--- src/rtl/reorder_buffer_if.sv ---
// Dispatch / writeback / lookup / commit bundle for the reorder buffer.
// The master side is the core pipeline, and the slave side is the buffer itself.
interface reorder_buffer_if #(
    parameter int TAG_W  = 3,
    parameter int REG_W  = 5,
    parameter int DATA_W = 64
);
    logic              flush;
    logic              alloc_valid;
    logic              alloc_ready;
    logic              alloc_wr_en;
    logic [REG_W-1:0]  alloc_dest;
    logic [TAG_W-1:0]  alloc_tag;
    logic              wb_valid;
    logic [TAG_W-1:0]  wb_tag;
    logic [DATA_W-1:0] wb_data;
    logic [TAG_W-1:0]  rd_tag;
    logic              rd_done;
    logic [DATA_W-1:0] rd_data;
    logic              commit_valid;
    logic              commit_wr_en;
    logic [REG_W-1:0]  commit_dest;
    logic [DATA_W-1:0] commit_data;
    logic [TAG_W-1:0]  commit_tag;
    logic [TAG_W:0]    count;

    modport master (
        output flush, alloc_valid, alloc_wr_en, alloc_dest,
               wb_valid, wb_tag, wb_data, rd_tag,
        input  alloc_ready, alloc_tag, rd_done, rd_data,
               commit_valid, commit_wr_en, commit_dest, commit_data, commit_tag, count
    );

    modport slave (
        input  flush, alloc_valid, alloc_wr_en, alloc_dest,
               wb_valid, wb_tag, wb_data, rd_tag,
        output alloc_ready, alloc_tag, rd_done, rd_data,
               commit_valid, commit_wr_en, commit_dest, commit_data, commit_tag, count
    );
endinterface

--- src/rtl/reorder_buffer.sv ---
// In-order retirement buffer: entries are allocated in program order, results are written back by tag,
// and the head entry retires once its result is present.
module reorder_buffer #(
    parameter int DEPTH  = 8,
    parameter int TAG_W  = 3,
    parameter int REG_W  = 5,
    parameter int DATA_W = 64
) (
    input  logic           clk,
    input  logic           reset,
    reorder_buffer_if.slave bus
);
    localparam logic [TAG_W:0] FULL_COUNT = (TAG_W+1)'(DEPTH);

    logic [DEPTH-1:0]  valid_q;
    logic [DEPTH-1:0]  done_q;
    logic              wr_en_q [DEPTH];
    logic [REG_W-1:0]  dest_q  [DEPTH];
    logic [DATA_W-1:0] data_q  [DEPTH];
    logic [TAG_W-1:0]  head_q;
    logic [TAG_W-1:0]  tail_q;
    logic [TAG_W:0]    count_q;

    logic alloc_fire;
    logic wb_fire;
    logic commit_fire;
    logic rd_valid;
    logic rd_stored;
    logic rd_bypass;

    assign bus.alloc_ready = (count_q != FULL_COUNT);
    assign bus.alloc_tag   = tail_q;
    assign bus.count       = count_q;

    assign alloc_fire  = bus.alloc_valid && bus.alloc_ready && !bus.flush;
    assign wb_fire     = bus.wb_valid && valid_q[bus.wb_tag] && !bus.flush;
    assign commit_fire = valid_q[head_q] && done_q[head_q] && !bus.flush;

    assign bus.commit_valid = commit_fire;
    assign bus.commit_wr_en = commit_fire && wr_en_q[head_q];
    assign bus.commit_dest  = commit_fire ? dest_q[head_q] : '0;
    assign bus.commit_data  = commit_fire ? data_q[head_q] : '0;
    assign bus.commit_tag   = commit_fire ? head_q : '0;

    // A result arriving this cycle is forwarded to the operand lookup ahead of the stored copy.
    assign rd_valid    = valid_q[bus.rd_tag];
    assign rd_stored   = rd_valid && done_q[bus.rd_tag];
    assign rd_bypass   = bus.wb_valid && (bus.wb_tag == bus.rd_tag) && rd_valid;
    assign bus.rd_done = rd_bypass || rd_stored;
    assign bus.rd_data = rd_bypass ? bus.wb_data : (rd_stored ? data_q[bus.rd_tag] : '0);

    // The retire clear comes after the writeback set, so a late writeback can never revive a retiring head.
    always_ff @(posedge clk or posedge reset) begin
        if (reset) begin
            valid_q <= '0;
            done_q  <= '0;
            head_q  <= '0;
            tail_q  <= '0;
            count_q <= '0;
        end else if (bus.flush) begin
            valid_q <= '0;
            done_q  <= '0;
            head_q  <= '0;
            tail_q  <= '0;
            count_q <= '0;
        end else begin
            if (wb_fire) begin
                done_q[bus.wb_tag] <= 1'b1;
            end
            if (commit_fire) begin
                valid_q[head_q] <= 1'b0;
                done_q[head_q]  <= 1'b0;
                head_q          <= head_q + 1'b1;
            end
            if (alloc_fire) begin
                valid_q[tail_q] <= 1'b1;
                done_q[tail_q]  <= 1'b0;
                tail_q          <= tail_q + 1'b1;
            end
            case ({alloc_fire, commit_fire})
                2'b10:   count_q <= count_q + 1'b1;
                2'b01:   count_q <= count_q - 1'b1;
                default: count_q <= count_q;
            endcase
        end
    end

    // Payload fields are qualified by the valid/done bits, so they carry no reset.
    always_ff @(posedge clk) begin
        if (alloc_fire) begin
            wr_en_q[tail_q] <= bus.alloc_wr_en;
            dest_q[tail_q]  <= bus.alloc_dest;
        end
        if (wb_fire) begin
            data_q[bus.wb_tag] <= bus.wb_data;
        end
    end
endmodule

--- src/flat_wrapper.sv ---
// flat-port wrapper written by rule: the top's interface ports become plain ports
module reorder_buffer_flat 
#(
    parameter int DEPTH  = 8,
    parameter int TAG_W  = 3,
    parameter int REG_W  = 5,
    parameter int DATA_W = 64
)
  (clk, reset, bus_flush, bus_alloc_valid, bus_alloc_wr_en, bus_alloc_dest, bus_wb_valid, bus_wb_tag, bus_wb_data, bus_rd_tag, bus_alloc_ready, bus_alloc_tag, bus_rd_done, bus_rd_data, bus_commit_valid, bus_commit_wr_en, bus_commit_dest, bus_commit_data, bus_commit_tag, bus_count);
  reorder_buffer_if #(.TAG_W(TAG_W), .REG_W(REG_W), .DATA_W(DATA_W)) bus_i ();
  input  logic clk;
  input  logic reset;
  input wire logic [$bits(bus_i.flush)-1:0] bus_flush;
  input wire logic [$bits(bus_i.alloc_valid)-1:0] bus_alloc_valid;
  input wire logic [$bits(bus_i.alloc_wr_en)-1:0] bus_alloc_wr_en;
  input wire logic [$bits(bus_i.alloc_dest)-1:0] bus_alloc_dest;
  input wire logic [$bits(bus_i.wb_valid)-1:0] bus_wb_valid;
  input wire logic [$bits(bus_i.wb_tag)-1:0] bus_wb_tag;
  input wire logic [$bits(bus_i.wb_data)-1:0] bus_wb_data;
  input wire logic [$bits(bus_i.rd_tag)-1:0] bus_rd_tag;
  output wire logic [$bits(bus_i.alloc_ready)-1:0] bus_alloc_ready;
  output wire logic [$bits(bus_i.alloc_tag)-1:0] bus_alloc_tag;
  output wire logic [$bits(bus_i.rd_done)-1:0] bus_rd_done;
  output wire logic [$bits(bus_i.rd_data)-1:0] bus_rd_data;
  output wire logic [$bits(bus_i.commit_valid)-1:0] bus_commit_valid;
  output wire logic [$bits(bus_i.commit_wr_en)-1:0] bus_commit_wr_en;
  output wire logic [$bits(bus_i.commit_dest)-1:0] bus_commit_dest;
  output wire logic [$bits(bus_i.commit_data)-1:0] bus_commit_data;
  output wire logic [$bits(bus_i.commit_tag)-1:0] bus_commit_tag;
  output wire logic [$bits(bus_i.count)-1:0] bus_count;
  assign bus_i.flush = bus_flush;
  assign bus_i.alloc_valid = bus_alloc_valid;
  assign bus_i.alloc_wr_en = bus_alloc_wr_en;
  assign bus_i.alloc_dest = bus_alloc_dest;
  assign bus_i.wb_valid = bus_wb_valid;
  assign bus_i.wb_tag = bus_wb_tag;
  assign bus_i.wb_data = bus_wb_data;
  assign bus_i.rd_tag = bus_rd_tag;
  assign bus_alloc_ready = bus_i.alloc_ready;
  assign bus_alloc_tag = bus_i.alloc_tag;
  assign bus_rd_done = bus_i.rd_done;
  assign bus_rd_data = bus_i.rd_data;
  assign bus_commit_valid = bus_i.commit_valid;
  assign bus_commit_wr_en = bus_i.commit_wr_en;
  assign bus_commit_dest = bus_i.commit_dest;
  assign bus_commit_data = bus_i.commit_data;
  assign bus_commit_tag = bus_i.commit_tag;
  assign bus_count = bus_i.count;
  reorder_buffer #(.DEPTH(DEPTH), .TAG_W(TAG_W), .REG_W(REG_W), .DATA_W(DATA_W)) u_core (.clk(clk), .reset(reset), .bus(bus_i));
endmodule
--- config.mk ---
export PLATFORM = sky130hd
export DESIGN_NAME = reorder_buffer_flat
export DESIGN_NICKNAME = d
export VERILOG_FILES = /design/src/rtl/reorder_buffer_if.sv /design/src/rtl/reorder_buffer.sv /design/src/flat_wrapper.sv
export SDC_FILE = /design/constraint.sdc
export NUM_CORES = 1
export LEC_CHECK = 0
export ABC_AREA = 1
export CORE_MARGIN = 2
export CORE_UTILIZATION = 40
export DETAILED_ROUTE_END_ITERATION = 10
export HOLD_SLACK_MARGIN = 0.08
export REMOVE_ABC_BUFFERS = 1
export SLEW_MARGIN = 40
export SYNTH_ARGS = -nofsm -noshare
export SYNTH_HDL_FRONTEND = slang
export SYNTH_SLANG_ARGS = --single-unit
export TNS_END_PERCENT = 5
--- constraint.sdc ---
create_clock -name clk -period 4.5 [get_ports clk]
set_clock_uncertainty 0.15 [all_clocks]
set_input_delay 0.9 -clock clk [delete_from_list [all_inputs] [get_ports clk]]
set_output_delay 0.9 -clock clk [all_outputs]
set_load 0.03 [all_outputs]
# --- Word-level counts from Yosys, hierarchy flattened ---
# Memory sizes are Yosys's and may differ from the RTL's.
# Cells that the tools add are included.
totals:
  reg_bits: 26
  ramBits: 560
  wordCells: 89
  memories: 3
mem_list:
  columns: ["name", "words", "word_bits", "rd", "rd_clocked_by_memory_dff", "write_ports", "line", "source"]
  rows:
  - ["u_core.data_q", 8, 64, 2, 0, 1, "reorder_buffer.sv:19", "logic [DATA_W-1:0] data_q [DEPTH];"]
  - ["u_core.dest_q", 8, 5, 1, 0, 1, "reorder_buffer.sv:18", "logic [REG_W-1:0] dest_q [DEPTH];"]
  - ["u_core.wr_en_q", 8, 1, 1, 0, 1, "reorder_buffer.sv:17", "logic wr_en_q [DEPTH];"]
op_classes:
  addsub: 4
  n_lt_le_gt_ge: 7
  n_eq_ne: 4
  mux: 41
  n_bitwise: 7
  reduce_logical: 18
op_table:
  columns: ["operator", "count"]
  rows:
  - ["2-to-1 mux 64 bit", 3]
  - ["2-to-1 mux 8 bit", 10]
  - ["AND 8 bit", 3]
  - ["< comparator 3 x 4 -> 1 bit (second input constant)", 4]
  - ["inverter 8 bit", 2]
  - ["OR 8 bit", 2]
  - ["binary-select mux 1 bit (select 3 bit)", 5]
  - ["2-to-1 mux 3 bit", 5]
  - ["logical AND 1 bit", 13]
  - ["2-to-1 mux 1 bit", 12]
  - ["demux 1 bit (select 3 bit)", 3]
  - [">= comparator 3 x 1 -> 1 bit (second input constant)", 3]
  - ["case mux 4 bit (2 select lines)", 1]
  - ["adder 3 x 1 -> 3 bit (second input constant)", 2]
  - ["2-to-1 mux 5 bit", 1]
  - ["adder 4 x 1 -> 4 bit (second input constant)", 1]
  - ["2-to-1 mux 4 bit", 1]
  - ["!= test 4 bit (second input constant)", 1]
  - ["nonzero test 2 bit", 2]
  - ["subtractor 4 x 1 -> 4 bit (second input constant)", 1]
  - ["equality test 3 bit", 1]
  - ["nonzero test 3 bit", 1]
  - ["equality test 2 x 1 -> 1 bit (second input constant)", 1]
  - ["equality test 2 bit (second input constant)", 1]
  - ["2 further kinds", 2]

# --- Depth between registers and ports, before layout ---
# Gate-level depths: netlist of run 1.
logic_depth:
  word_depth: 13
  mapped_depth: 18
  ltp_nobuf: 17

# --- Least setup slack after synthesis of run 1 ---
# No wires, ideal clock.
synth_timing:
  path_type: "in2reg"
  start: "input bus_wb_tag[0]"
  end: "memory u_core.data_q[0][0], enable pin"
  setup_ns: 0.488
  t_arrival_ns: 4.384
  required_ns: 3.862
  slack_ns: -0.522
  stages: 7
  cell_sequence: "buf_2 inv_1 nor3_1 nand2_1 nand4_1 nand2_1 nor2_1"
synth_via:
  elab_chain_cells: 6
synth_rtl:
  columns: ["item", "line", "source"]
  rows:
  - ["start, declared", "flat_wrapper.sv:18", "input wire logic [$bits(bus_i.wb_tag)-1:0] bus_wb_tag;"]
  - ["binary-select mux 1 bit (select 3 bit)", "reorder_buffer.sv:36", "assign wb_fire = bus.wb_valid && valid_q[bus.wb_tag] && !bus.flush;"]
  - ["2-to-1 mux 1 bit (not written as such)", "reorder_buffer.sv:36", null]
  - ["logical AND 1 bit (2 in series)", "reorder_buffer.sv:36", null]
  - ["2-to-1 mux 1 bit", "reorder_buffer.sv:94", "if (wb_fire) begin"]
  - ["2-to-1 mux 1 bit (not written as such)", "reorder_buffer.sv:95", "data_q[bus.wb_tag] <= bus.wb_data;"]
  - ["end, declared", "reorder_buffer.sv:19", null]
# Several ways; a longest one is shown, not always the timed one. The select of a mux whose other input is x is not followed.

# --- Worst setup path after layout of run 1 ---
layout_timing:
  start: "register u_core.head_q[0]"
  end: "output bus_commit_data[15]"
layout_via:
  elab_chain_cells: 5
layout_rtl:
  columns: ["item", "line", "source"]
  rows:
  - ["start, declared", "reorder_buffer.sv:20", "logic [TAG_W-1:0] head_q;"]
  - ["start signal, assigned", "reorder_buffer.sv:73", "head_q <= head_q + 1'b1;"]
  - ["binary-select mux 1 bit (select 3 bit)", "reorder_buffer.sv:37", "assign commit_fire = valid_q[head_q] && done_q[head_q] && !bus.flush;"]
  - ["2-to-1 mux 1 bit (not written as such)", "reorder_buffer.sv:37", null]
  - ["logical AND 1 bit (2 in series)", "reorder_buffer.sv:37", null]
  - ["2-to-1 mux 64 bit *", "reorder_buffer.sv:42", "assign bus.commit_data = commit_fire ? data_q[head_q] : '0;"]
  - ["end, declared", "flat_wrapper.sv:28", "output wire logic [$bits(bus_i.commit_data)-1:0] bus_commit_data;"]
# Mark *: on every way between the ends. The rest lies on a longest branch, timed or not. The select of a mux whose other input is x is not followed.

==> flow_summary.json, run 1 <==
{
  "htree_levels": 2,
  "clock_sinks": 586,
  "grt_pass1_vias": 22851,
  "cp-end-kind": "output pin",
  "netSwitchingFraction_pct": 22.9,
  "worstHoldStart": "u_core.done_q[0]$_DFF_PP0_",
  "synth_warnings": 0,
  "crit_path_frequent_cell": "nor2_1",
  "grt-ovfl-total": 0,
  "fillCellCount": 6235,
  "dp_cells": 3933,
  "r2r-end": "u_core.bus.count[3]$_DFFE_PP0P_",
  "cts_hold_buffers": 0,
  "status": "completed",
  "portBuffers": 227,
  "fin_util_pct": 48.7,
  "fin_cells": 4050,
  "drt_first_iter_violations": 2377,
  "start_util_pct": 40.6,
  "syn-mean-instance-area_sq_um": 9.77,
  "track_usage_pct": 23.8,
  "cts-root-buf": "clkbuf_16",
  "wl_mm": 90.4,
  "r2r_start": "u_core.head_q[0]$_DFFE_PP0P_",
  "finalCriticalPeriod_ns": 4.31,
  "clk_pin_slew_ns": 0.06,
  "critPathBufInv": 5,
  "holdPathEnd": "u_core.done_q[0]$_DFF_PP0_",
  "setup.worst_path.start_class": "flop",
  "cts_tree": "yes",
  "drc": 0,
  "synth_seq_area_share_pct": 61.3,
  "vias": 23214,
  "power.switching_mw": 2.69,
  "cts_buffers": 60,
  "setup_viol": 0,
  "power_frac_comb_pct": 7.3,
  "ant_nets": 0,
  "design.die.area_sq_um": 73400,
  "clockBufferDepth": 3,
  "r2r_slack_ns": 1.73,
  "nNetsFinal": 3146,
  "tightest_slew_ns": 0.885,
  "slowest_delay_ns": 0.66,
  "fp.dieH_um": 271,
  "criticalPathCategory": "flop to output pin",
  "wire_per_inst_um": 22.3,
  "dp_hpwl_mm": 50.5,
  "firstDrtPassIters": 5,
  "viasPerCell": 5.73,
  "p_leak_nw": 12.6,
  "finalCritPeriodShare_pct": 95.7,
  "clock_latency_ns": 0.63,
  "holdWs_ns": 0.415,
  "synthToLayoutAreaGrowth_pct": 20.1,
  "antenna_found_initial": 2,
  "grt_pass1_wl_mm": 135,
  "ys_ff_latch": 586,
  "synth-main-ff-cell": "edfxtp_1",
  "finalPower_mw": 11.7,
  "powerDensity_nw_per_um2": 343,
  "hold_class": "flop to flop",
  "report.final.slew_viol_count": 0,
  "seqPwrFrac_pct": 51.2,
  "maxSlewHeadroom_pct": 41.0,
  "io_pins": 228,
  "crit_fanout": 32,
  "fmax_mhz": 232,
  "netlist_area_sq_um": 28500,
  "path_cells": "inv_2, nor2_1, inv_4, buf_12, buf_4, nor2_1, a211oi_1, nand3_1, nor2_1, buf_4",
  "synth_cell_types": 40,
  "intPower_mw": 9.04,
  "rsz0062_at_grt": "no",
  "rows": 97,
  "r2r_cells": 16,
  "synthArstFlopShare_pct": 4.44,
  "crit_family": "buffers and inverters",
  "gp_congestion": 0.856,
  "slowest_stage": "dfrtp_4",
  "max-cap-violations": 0,
  "worstPathArrival_ns": 3.26,
  "synthCells": 2916,
  "p_clk_share_pct": 41.5,
  "core_area_sq_um": 70300,
  "grt_max_degree": 217,
  "vdd_drop_max_mv": 0.300,
  "min_path_cells": 2,
  "synth_edf_count": 560,
  "worstPathRequired_ns": 3.45,
  "hold_viol_final": 0,
  "die_x_um": 271,
  "drive_gt1_share_pct": 11.4
}
==> state kept, by name, indices dropped and copies added, names as in the netlist <==
signal and count:
u_core.bus.alloc_tag 3, u_core.bus.count 4, u_core.data_q 512, u_core.dest_q 40
u_core.done_q 8, u_core.head_q 3, u_core.valid_q 8, u_core.wr_en_q 8
==> what timing repair did <==
item / in CTS / in global routing
endpoints found under the setup margin: 0 / 11
buffers inserted: 0 / 5
hold endpoints to repair: 0 / 0
resized for setup: 0 / 3
==> how the worst max path moves through the flow <==
stage                                             from                   to  slack (ns)  depth (start not counted)
after floorplan           u_core.head_q[0]$_DFFE_PP0P_   bus_commit_dest[4]       -6.11                          8
after global placement                   bus_wb_tag[2]      bus_rd_data[11]        0.33                          8
after global routing      u_core.head_q[0]$_DFFE_PP0P_  bus_commit_data[15]        0.02                         10
after detailed placement                 bus_wb_tag[1]      bus_rd_data[11]        0.36                          9
after CTS                 u_core.head_q[0]$_DFFE_PP0P_  bus_commit_data[15]       0.004                         10
final                     u_core.head_q[0]$_DFFE_PP0P_  bus_commit_data[15]        0.19                         10
==> power groups by stage <==
| stage | registers [mW] | clock network (mW) | logic (mW) |
|---|---|---|---|
| 3_3_place_gp | 6.12 | 0 | 0.832 |
| 5_1_grt | 6.00 | 5.14 | 0.929 |
| 6_report | 6.01 | 4.86 | 0.859 |
| 2_1_floorplan | 6.13 | 0 | 0.362 |
| 4_1_cts | 6.00 | 4.93 | 0.857 |
| 3_5_place_dp | 6.12 | 0 | 0.854 |
==> metrics by stage <==
step                setup slack (ns)  area [sq um]  setup TNS (ns)
finish                         0.192         34200               0
global route                  0.0202         34200               0
CTS                          0.00388         34100               0
detailed placement             0.362         32300               0
global placement               0.335         32200               0
floorplan                      -6.11         27500         -712.26
==> per-layer routing <==
layer | track usage [%] | part of all wire, % | up-vias
li1 | - | - | 10606
met1 | 30.7 | 40 | 11257
met2 | 39.9 | 48 | 1128
met3 | 3.67 | 8.3 | 221
met4 | 10.1 | 3.8 | 2
met5 | 0 | 0.012 | -
==> tightest hold or removal path, delay by kind of cell, from the launching register on <==
kind,cells,cell delay [ns]
flip-flops,1,0.35
AND/OR/NAND/NOR,2,0.17
==> Yosys cell counts (2+ instances only) <==
cell type | count | area share (%)
clkbuf_1 | 99 | 1.3
nand2_2 | 2 | 0.044
nor2_4 | 3 | 0.12
nand3_1 | 150 | 2.6
o21ai_2 | 31 | 0.95
a21oi_1 | 385 | 6.8
o211ai_1 | 52 | 1.4
xor2_1 | 2 | 0.061
edfxtp_1 | 560 | 59
o21ai_1 | 39 | 0.68
inv_2 | 8 | 0.11
nand4_1 | 3 | 0.066
buf_4 | 6 | 0.16
clkinv_2 | 2 | 0.035
buf_1 | 13 | 0.17
o22ai_1 | 6 | 0.13
inv_1 | 252 | 3.3
buf_2 | 78 | 1.4
clkinv_1 | 2 | 0.026
nor3_1 | 4 | 0.070
nor2_1 | 293 | 3.9
nand2_1 | 371 | 4.9
nand2_4 | 2 | 0.079
buf_6 | 10 | 0.40
nor4_1 | 2 | 0.044
nor4_2 | 4 | 0.18
a211oi_1 | 37 | 0.97
o21ai_0 | 433 | 7.6
a221oi_1 | 27 | 0.83
or2_1 | 2 | 0.044
ha_1 | 4 | 0.18
dfrtp_1 | 26 | 2.3
==> placed cells by master, fill, tap and decap left out, drive strengths merged, types with 3 or more instances in the layout <==
cell type,netlist,final
ha,4,4
nor4,6,6
dfrtp,26,26
nor2,297,297
nand4,3,3
clkbuf,100,72
edfxtp,560,560
nand3,151,151
clkdlybuf4s50,0,85
o22ai,6,6
inv,261,261
nand2,375,375
buf,107,205
clkinv,4,36
a211oi,37,37
a221oi,27,27
nor3,4,4
bufinv,0,5
o211ai,52,52
o21ai,503,503
a21oi,385,385
==> area by class of cell <==
type	count	area, sq um	area share, %
flip-flops and latches	586	17500	51.1
multi-input cells	1858	9080	26.5
repair buffers	290	3580	10.5
clock buffers	72	1570	4.58
well taps	940	1180	3.44
inverters	265	1010	2.96
clock inverters	38	322	0.940
diodes	1	2.50	0.00731
==> cells by family (layout without fill, tap and decap cells) <==
group / after synthesis / in the layout / synth area share (%)
DFF: 586 / 586 / 61.3
xor gates and xnor gates: 2 / 2 / 0.0615
buffers and inverters: 472 / 665 / 6.92
AOI/OAI and AO/OA: 1013 / 1013 / 19.4
other: 0 / 1 / 0
and+or+nand+nor: 839 / 839 / 12.1
adders and majority gates: 4 / 4 / 0.176
Note: power is estimated with default switching activity, not from simulation.
==> run 2, diff against run 1 <==
Settings changed: GPL_ROUTABILITY_DRIVEN set to 0, SLEW_MARGIN 40 to 5.
==> flow_summary.json, run 2 (synthesis results as in run 1) <==
{
  "nNetsFinal": 3145,
  "drive_gt1_share_pct": 11.4,
  "vias": 23185,
  "fmax_mhz": 232,
  "cts_tree": "yes",
  "grt_pass1_wl_mm": 135,
  "hold_viol_final": 0,
  "grt-ovfl-total": 0,
  "worstPathRequired_ns": 3.45,
  "maxSlewHeadroom_pct": 27.3,
  "max-cap-violations": 0,
  "finalCritPeriodShare_pct": 95.6,
  "r2r_start": "u_core.head_q[0]$_DFFE_PP0P_",
  "cts-root-buf": "clkbuf_16",
  "cts_buffers": 66,
  "met3_usage_pct": 3.83,
  "clk_pin_slew_ns": 0.06,
  "vdd_drop_max_mv": 0.240,
  "clock_latency_ns": 0.59,
  "rsz0062_at_grt": "no",
  "multiInputGateArea_sq_um": 9080,
  "finalCriticalPeriod_ns": 4.30,
  "final_common_cell": "edfxtp_1",
  "track_usage_pct": 24.1,
  "firstDrtPassIters": 5,
  "worstHoldStart": "u_core.done_q[0]$_DFF_PP0_",
  "grt.busiest_layer": "met2",
  "crit_fanout": 216,
  "core_area_sq_um": 70300,
  "reg_top3": "u_core.data_q x512, u_core.dest_q x40",
  "cp-startpoint": "u_core.head_q[0]$_DFFE_PP0P_",
  "clock_sinks": 586,
  "seqCellArea_sq_um": 17500,
  "start_util_pct": 40.6,
  "gr-usage-met2_pct": 40.4,
  "fillCellCount": 6186,
  "synthToLayoutAreaGrowth_pct": 20.2,
  "drc": 0,
  "grt_max_degree": 217,
  "ant_nets": 0,
  "viasPerCell": 5.73,
  "tightest_slew_ns": 1.09,
  "clockBufferDepth": 3,
  "setup_viol": 0,
  "use_met1_pct": 31.1,
  "design.die.area_sq_um": 73400,
  "hold_class": "flop to flop",
  "drt_first_iter_violations": 2313,
  "setup.worst_path.start_class": "flop",
  "cp-end-kind": "output pin",
  "die_x_um": 271,
  "mostFrequentLayoutCells": "edfxtp_1 (560), o21ai_0 (433), a21oi_1 (385)",
  "holdWs_ns": 0.411,
  "rows": 97,
  "largest_reg_flops": 512,
  "max_flop_register": "u_core.data_q",
  "grt_pass1_vias": 22745,
  "dp_hpwl_mm": 50.1,
  "fp.dieH_um": 271,
  "report.final.slew_viol_count": 0,
  "worstPathArrival_ns": 3.25,
  "cts_setup_buffers": 0,
  "place_worst_setup_slack_ns": 0.357,
  "setup_slack_ns": 0.198,
  "wl_mm": 90.7,
  "powerDensity_nw_per_um2": 352,
  "status": "completed",
  "antenna-diode-count": 0,
  "io_pins": 228,
  "wire_per_inst_um": 22.4,
  "p_leak_nw": 12.6,
  "htree_levels": 3,
  "portBuffers": 227,
  "criticalPathCategory": "flop to output pin",
  "antenna_found_initial": 1
}
## run 2: cell count changes in the layout (fill, tap and decap cells not counted), moves of 3 or more
| cell | before | now |
|---|---|---|
| clkbuf_1 | 11 | 15 |
| clkinv_2 | 14 | 17 |
| clkinv_1 | 22 | 11 |
| buf_4 | 109 | 104 |
| inv_6 | 0 | 3 |
| clkbuf_16 | 61 | 69 |
## run 2: cell type report
type	instances	share of cell area, %
Sequential cell	586	51.0
Multi-Input combinational cell	1858	26.5
Timing Repair Buffer	283	10.2
Clock buffer	84	5.20
Tap cell	940	3.43
Inverter	265	2.95
Clock inverter	29	0.723
## run 2: what timing repair did
| action | 4_1_cts | 5_1_grt |
|---|---|---|
| endpoints found under the setup margin | 0 | 2 |
| resized for setup | 0 | 1 |
| hold buffers | 0 | 0 |
## run 2: per-layer routing
metal / vias to the layer above / wire length, um
li1: 10589 / -
met3: 212 / 7390
met5: - / 12
met4: 2 / 2940
met1: 11298 / 36400
met2: 1084 / 43900
## run 2: critical path, cell delays in order (launching register included)
cell and delay, ns:
dfrtp_4 0.68, buf_12 0.55, a21oi_1 0.14, a211oi_1 0.24, nand3_1 0.11, nor2_1 0.41, buf_12 0.19
## run 2: per-stage QoR
step / instances / setup TNS (ns) / area (sq um) / utilization, % / total power, mW
final: 4045 / 0 / 34300 / 48.8 / 12.0
after floorplan: 2709 / -712.26 / 27500 / - / 6.49
after global routing: 4045 / 0 / 34300 / 48.8 / 12.4
after detailed placement: 3932 / 0 / 32200 / 45.9 / 6.97
after CTS: 4045 / 0 / 34300 / 48.8 / 12.1
after global placement: 3932 / 0 / 32200 / 45.9 / 6.95
## run 2: final timing paths
| check | end | slack, ns | cells past startpoint |
|---|---|---|---|
| worst min-delay path | u_core.done_q[0]$_DFF_PP0_ | 0.41 | 2 |
| worst max register to register | u_core.bus.count[3]$_DFFE_PP0P_ | 1.71 | 16 |
| worst max-delay path | bus_commit_data[22] | 0.20 | 6 |
| min in group asynchronous | u_core.bus.count[0]$_DFFE_PP0P_ | 0.73 | 2 |
| max in group asynchronous | u_core.head_q[0]$_DFFE_PP0P_ | 2.67 | 2 |
| worst min register to register | u_core.done_q[0]$_DFF_PP0_ | 0.41 | 2 |
## run 2: power by group
part           internal [mW]  leakage, nW  switching [mW]
combinational          0.288         6.23           0.568
sequential              5.99         5.39          0.0115
clock                   3.03         1.00            2.16
